## config.mk

```make
export PLATFORM = sky130hd
export DESIGN_NAME = namco_video_timing_flat
export DESIGN_NICKNAME = d
export VERILOG_FILES = /design/src/rtl/namco_video_timing_if.sv /design/src/rtl/namco_video_timing.sv /design/src/flat_wrapper.sv
export SDC_FILE = /design/constraint.sdc
export NUM_CORES = 1
export LEC_CHECK = 0
export CORE_UTILIZATION = 45
export CTS_CLUSTER_SIZE = 28
export DETAILED_ROUTE_END_ITERATION = 8
export PLACE_DENSITY = 0.86
export SYNTH_ARGS = -nofsm -noshare
export SYNTH_HDL_FRONTEND = slang
export SYNTH_SLANG_ARGS = --single-unit
```

## constraint.sdc

```tcl
create_clock -name MCLK -period 3 [get_ports MCLK]
set_clock_uncertainty 0.05 [all_clocks]
set_input_delay 0.6 -clock MCLK [delete_from_list [all_inputs] [get_ports MCLK]]
set_output_delay 0.6 -clock MCLK [all_outputs]
set_load 0.02 [all_outputs]
```

## src/rtl/namco_video_timing_if.sv

```systemverilog
// namco_video_timing_if: raster timing bundle from the timing generator to the game core and video stage
interface namco_video_timing_if;
   logic       PCLK;
   logic       PCLK_EN;
   logic [8:0] HPOS;
   logic [8:0] VPOS;
   logic       HBLK;
   logic       VBLK;
   logic       HSYN;
   logic       VSYN;
   logic       FRAME;
   modport master (output PCLK, PCLK_EN, HPOS, VPOS, HBLK, VBLK, HSYN, VSYN, FRAME);
   modport slave  (input  PCLK, PCLK_EN, HPOS, VPOS, HBLK, VBLK, HSYN, VSYN, FRAME);
endinterface

```

## src/rtl/namco_video_timing.sv

```systemverilog
// namco_video_timing: pixel clock divider, H/V position counters, blank/sync decode and frame strobe
module namco_video_timing #(
   parameter int CLK_DIV  = 8,
   parameter int H_TOTAL  = 384,
   parameter int H_ACTIVE = 288,
   parameter int HS_START = 304,
   parameter int HS_LEN   = 32,
   parameter int V_TOTAL  = 264,
   parameter int V_ACTIVE = 224,
   parameter int VS_START = 240,
   parameter int VS_LEN   = 8
) (
   input  logic MCLK,
   input  logic RESET,
   namco_video_timing_if.master vt
);
   localparam int DW = $clog2(CLK_DIV);
   logic [DW-1:0] div_q, div_d;
   logic [8:0]    hpos_q, hpos_d, vpos_q, vpos_d;
   logic          pclk_q, pclk_d, en_q, en_d, hblk_q, hblk_d, vblk_q, vblk_d;
   logic          hsyn_q, hsyn_d, vsyn_q, vsyn_d, frame_q, frame_d;
   logic          pix_wrap, line_wrap, frame_wrap;
   // Decodes look at next-state counters so they flip on the same edge as HPOS/VPOS
   always_comb begin
      pix_wrap   = div_q == DW'(CLK_DIV - 1);
      line_wrap  = pix_wrap && hpos_q == 9'(H_TOTAL - 1);
      frame_wrap = line_wrap && vpos_q == 9'(V_TOTAL - 1);
      div_d      = pix_wrap ? '0 : div_q + 1'b1;
      hpos_d     = line_wrap ? '0 : hpos_q + 9'(pix_wrap);
      vpos_d     = frame_wrap ? '0 : vpos_q + 9'(line_wrap);
      pclk_d     = div_d >= DW'(CLK_DIV / 2);
      en_d       = div_d == DW'(CLK_DIV - 1);
      hblk_d     = {1'b0, hpos_d} >= 10'(H_ACTIVE);
      vblk_d     = {1'b0, vpos_d} >= 10'(V_ACTIVE);
      hsyn_d     = !({1'b0, hpos_d} >= 10'(HS_START) && {1'b0, hpos_d} < 10'(HS_START + HS_LEN));
      vsyn_d     = !({1'b0, vpos_d} >= 10'(VS_START) && {1'b0, vpos_d} < 10'(VS_START + VS_LEN));
      frame_d    = frame_wrap;
   end
   always_ff @(posedge MCLK or posedge RESET) begin
      if (RESET) begin
         div_q   <= '0;
         hpos_q  <= '0;
         vpos_q  <= '0;
         pclk_q  <= 1'b0;
         en_q    <= 1'b0;
         hblk_q  <= 1'b0;
         vblk_q  <= 1'b0;
         hsyn_q  <= 1'b1;
         vsyn_q  <= 1'b1;
         frame_q <= 1'b0;
      end else begin
         div_q   <= div_d;
         hpos_q  <= hpos_d;
         vpos_q  <= vpos_d;
         pclk_q  <= pclk_d;
         en_q    <= en_d;
         hblk_q  <= hblk_d;
         vblk_q  <= vblk_d;
         hsyn_q  <= hsyn_d;
         vsyn_q  <= vsyn_d;
         frame_q <= frame_d;
      end
   end
   assign vt.PCLK    = pclk_q;
   assign vt.PCLK_EN = en_q;
   assign vt.HPOS    = hpos_q;
   assign vt.VPOS    = vpos_q;
   assign vt.HBLK    = hblk_q;
   assign vt.VBLK    = vblk_q;
   assign vt.HSYN    = hsyn_q;
   assign vt.VSYN    = vsyn_q;
   assign vt.FRAME   = frame_q;
endmodule
```

## src/flat_wrapper.sv

```systemverilog
// flat-port wrapper written by rule: the top's interface ports become plain ports
module namco_video_timing_flat 
#(
   parameter int CLK_DIV  = 8,
   parameter int H_TOTAL  = 384,
   parameter int H_ACTIVE = 288,
   parameter int HS_START = 304,
   parameter int HS_LEN   = 32,
   parameter int V_TOTAL  = 264,
   parameter int V_ACTIVE = 224,
   parameter int VS_START = 240,
   parameter int VS_LEN   = 8
)
  (MCLK, RESET, vt_PCLK, vt_PCLK_EN, vt_HPOS, vt_VPOS, vt_HBLK, vt_VBLK, vt_HSYN, vt_VSYN, vt_FRAME);
  namco_video_timing_if vt_i ();
  input  logic MCLK;
  input  logic RESET;
  output wire logic [$bits(vt_i.PCLK)-1:0] vt_PCLK;
  output wire logic [$bits(vt_i.PCLK_EN)-1:0] vt_PCLK_EN;
  output wire logic [$bits(vt_i.HPOS)-1:0] vt_HPOS;
  output wire logic [$bits(vt_i.VPOS)-1:0] vt_VPOS;
  output wire logic [$bits(vt_i.HBLK)-1:0] vt_HBLK;
  output wire logic [$bits(vt_i.VBLK)-1:0] vt_VBLK;
  output wire logic [$bits(vt_i.HSYN)-1:0] vt_HSYN;
  output wire logic [$bits(vt_i.VSYN)-1:0] vt_VSYN;
  output wire logic [$bits(vt_i.FRAME)-1:0] vt_FRAME;
  assign vt_PCLK = vt_i.PCLK;
  assign vt_PCLK_EN = vt_i.PCLK_EN;
  assign vt_HPOS = vt_i.HPOS;
  assign vt_VPOS = vt_i.VPOS;
  assign vt_HBLK = vt_i.HBLK;
  assign vt_VBLK = vt_i.VBLK;
  assign vt_HSYN = vt_i.HSYN;
  assign vt_VSYN = vt_i.VSYN;
  assign vt_FRAME = vt_i.FRAME;
  namco_video_timing #(.CLK_DIV(CLK_DIV), .H_TOTAL(H_TOTAL), .H_ACTIVE(H_ACTIVE), .HS_START(HS_START), .HS_LEN(HS_LEN), .V_TOTAL(V_TOTAL), .V_ACTIVE(V_ACTIVE), .VS_START(VS_START), .VS_LEN(VS_LEN)) u_core (.MCLK(MCLK), .RESET(RESET), .vt(vt_i));
endmodule
```

==> results_dict.tcl <==
set metrics [dict create \
    status "finished, final reports clean" \
    drv_slew 0 \
    crit_top_cell "ha_2" \
    yosys_warnings 0 \
    drive_above_1_share_pct 8.67 \
    insertion_delay_ns 0.32 \
    grt_pass1_vias 1058 \
    cts_buffer_depth 2 \
    numClockSinks 27 \
    die_w_microns 55.4 \
    fmax_mhz 357 \
    synthCells 120 \
    worstPathCellList "ha_1, ha_2, nand2_1, nor4_4, ha_2, ha_2, nand2_2, or4b_1, a21oi_1, o21ai_1, or3b_1" \
    ir_drop_uv 277 \
    startpoint_type "register" \
    cp_data_required_time_ns 3.20 \
    seq_area_frac_synth_pct 52.8 \
    antenna_cells 0 \
    post-route-min-period_ns 2.80 \
    area_growth_pct 26.0 \
    p_per_area_mw_per_mm2 325 \
    cts_inserted_buffers 3 \
    cp-end-kind "register" \
    final_core_util_pct 59.2 \
    drt_iter0_drc 11 \
    chipHeight_microns 55.4 \
    slowest_delay_ns 0.50 \
    rsz0062_at_grt "no" \
    routed_wl_mm 2.75 \
    critPathTopFamily "simple AND/OR/NAND/NOR gates" \
    crit_slowest_cell "or4b_1" \
    critPathArrivalTime_ns 3.01 \
    hpwl_mm 2.07 \
    core_area_sq_mm 0.00273 \
    ios 27 \
    dp.cells 177 \
    cp_max_fo 4 \
    fin_cells 181 \
    worstMarginPinSlew_ns 0.795 \
    wl_per_cell_microns 15.2 \
    drv_cap 0 \
    cts-root-buf "clkbuf_4" \
    holdBufCountCts 0 \
    grt_antenna_before_repair 0 \
    synth_cell_type_count 34 \
    worstHoldPathType "reg -> reg" \
    port_buffers 26 \
    timing.slew.headroom_pct 46.3 \
    drc 0 \
    start_util_pct 47.0 \
    fin_setup_tns_ns 0 \
    nFillCells 231 \
    worstSetupPathType "reg -> reg" \
    grtUsageTotal_pct 19.7 \
    detail-route-antenna-nets 0 \
    via_per_inst 5.78 \
    rows 19 \
    grt_overflow_total 0 \
    finalHoldViolCount 0 \
    dr.pass1.iters 4 \
    cts_tree "built" \
    final-setup-viol-count 0 \
    grt_first_pass_wirelength_mm 4.75 \
    cts_htree_levels 1 \
    die_area_sq_mm 0.00307 \
    clk_pin_slew_ns 0.14 \
    syn_nets 128 \
    syn_area_per_cell_sq_um 10.7 \
    ctsResizeCount 0 \
    ys_ff_latch 27 \
    power.leakage_nw 0.717 \
    fin_crit_sh_pct 93.4 \
    cts_setup_buffers 0 \
    vias 1047 \
    fin_nets 159 \
    grt_max_degree 28 \
    netlist_area_sq_mm 0.00128 \
    place_congestion 0.859 \
    cp_num_buf_inv 0 \
]
[synth_stat cells (all sizes together)]
cell / n / area share (%)
nor2b: 5 / 2.4
xor2: 5 / 3.4
nand2: 10 / 2.9
ha: 6 / 5.8
o21ai: 3 / 1.2
dfrtp: 25 / 49
nor2: 15 / 4.4
nor3b: 1 / 0.58
and3b: 1 / 0.68
nor4: 1 / 1.7
a21o: 1 / 0.58
and4: 1 / 0.68
a21boi: 1 / 0.58
nand4: 2 / 0.97
o311ai: 1 / 0.68
a21oi: 4 / 1.6
nand4b: 1 / 0.68
and3: 4 / 2.0
or4b: 1 / 0.78
nor4b: 1 / 0.68
mux2i: 2 / 1.6
or3: 1 / 0.49
nand3: 8 / 3.1
or3b: 1 / 0.68
buf: 2 / 1.3
nand3b: 2 / 1.2
dfstp: 2 / 4.1
xnor2: 5 / 3.4
nor3: 3 / 1.2
inv: 3 / 0.88
o211ai: 2 / 1.2
[logic make-up after synthesis]
kind of cell	share of synthesized area, %
multiplexers	1.56
adder cells (fa/ha/maj)	5.84
buffers and inverters	2.14
AO/OA/AOI/OAI	5.74
flip-flops	52.8
AND/OR/NAND/NOR	25.1
XOR/XNOR	6.82
[state kept, by name, summed over array words and instances, names as in the netlist]
register / flops
u_core.vt.PCLK_EN: 1
u_core.vt.VPOS: 9
u_core.vt.FRAME: 1
u_core.vt.HBLK: 1
u_core.vt.HPOS: 9
u_core.vt.HSYN: 1
u_core.vt.VSYN: 1
u_core.vt.VBLK: 1
u_core.div_q: 3
[cell usage in the layout, fill, tap and decap left out]
master and count:
a21boi_0 1, a21o_1 1, a21oi_1 4, and3_1 3, and3_2 1, and3b_1 1
and4_1 1, buf_4 2, clkbuf_1 1, clkbuf_4 3, clkdlybuf4s50_1 26, dfrtp_1 25
dfstp_2 2, ha_1 3, ha_2 3, inv_1 3, mux2i_1 2, nand2_1 9
nand2_2 1, nand3_1 8, nand3b_1 2, nand4_1 2, nand4b_1 1, nor2_1 15
nor2b_1 5, nor3_1 3, nor3b_1 1, nor4_4 1, nor4b_1 1, o211ai_1 2
o21ai_0 2, o21ai_1 1, o311ai_0 1, or3_1 1, or3b_1 1, or4b_1 1
xnor2_1 5, xor2_1 5
[final timing paths]
| check | from | to | slack, ns | cells past startpoint |
|---|---|---|---|---|
| max | u_core.div_q[0]$_DFF_PP0_ | u_core.vt.VSYN$_DFF_PP1_ | 0.20 | 11 |
| min | u_core.div_q[0]$_DFF_PP0_ | u_core.div_q[0]$_DFF_PP0_ | 0.41 | 1 |
| max reg2reg | u_core.div_q[0]$_DFF_PP0_ | u_core.vt.VSYN$_DFF_PP1_ | 0.20 | 11 |
| min reg2reg | u_core.div_q[0]$_DFF_PP0_ | u_core.div_q[0]$_DFF_PP0_ | 0.41 | 1 |
| max in group asynchronous | RESET | u_core.vt.VSYN$_DFF_PP1_ | 2.03 | 3 |
| min in group asynchronous | RESET | u_core.div_q[1]$_DFF_PP0_ | 0.58 | 3 |
[per-layer routing]
layer / routed length [microns] / up-vias / part of all wire [%] / GRT usage (%)
li1: - / 480 / - / -
met1: 1150 / 519 / 42 / 24.8
met2: 1420 / 40 / 52 / 33.4
met3: 116 / 8 / 4.2 / 2.58
met4: 70 / 0 / 2.5 / 10.0
met5: 0 / - / 0 / 0
[report_power, final]
group	internal, mW	switching [mW]	total, mW
registers	0.364	0	0.364
logic	0.00209	0.00695	0.00904
clock network	0.0520	0.101	0.153
total	0.418	0.108	0.526
[metrics by stage]
| step | power [mW] | cell area [sq um] | worst slack, ns | hold slack (ns) |
|---|---|---|---|---|
| after floorplan | 0.376 | 1280 | 0.142 | 0.362 |
| after global placement | 0.380 | 1580 | 0.232 | 0.372 |
| after detailed placement | 0.381 | 1580 | 0.0626 | 0.387 |
| after CTS | 0.535 | 1610 | 0.0249 | 0.407 |
| after global routing | 0.554 | 1620 | 0.0232 | 0.421 |
| final | 0.526 | 1620 | 0.197 | 0.408 |
[area by class of cell]
| cell class | count | area, sq um | area share, % |
|---|---|---|---|
| Sequential cell | 27 | 678 | 41.9 |
| Multi-Input combinational cell | 88 | 589 | 36.4 |
| Timing Repair Buffer | 28 | 275 | 17.0 |
| Tap cell | 31 | 38.8 | 2.40 |
| Clock buffer | 4 | 26.3 | 1.62 |
| Inverter | 3 | 11.3 | 0.696 |
No activity file was read; power rests on OpenSTA's default activity.
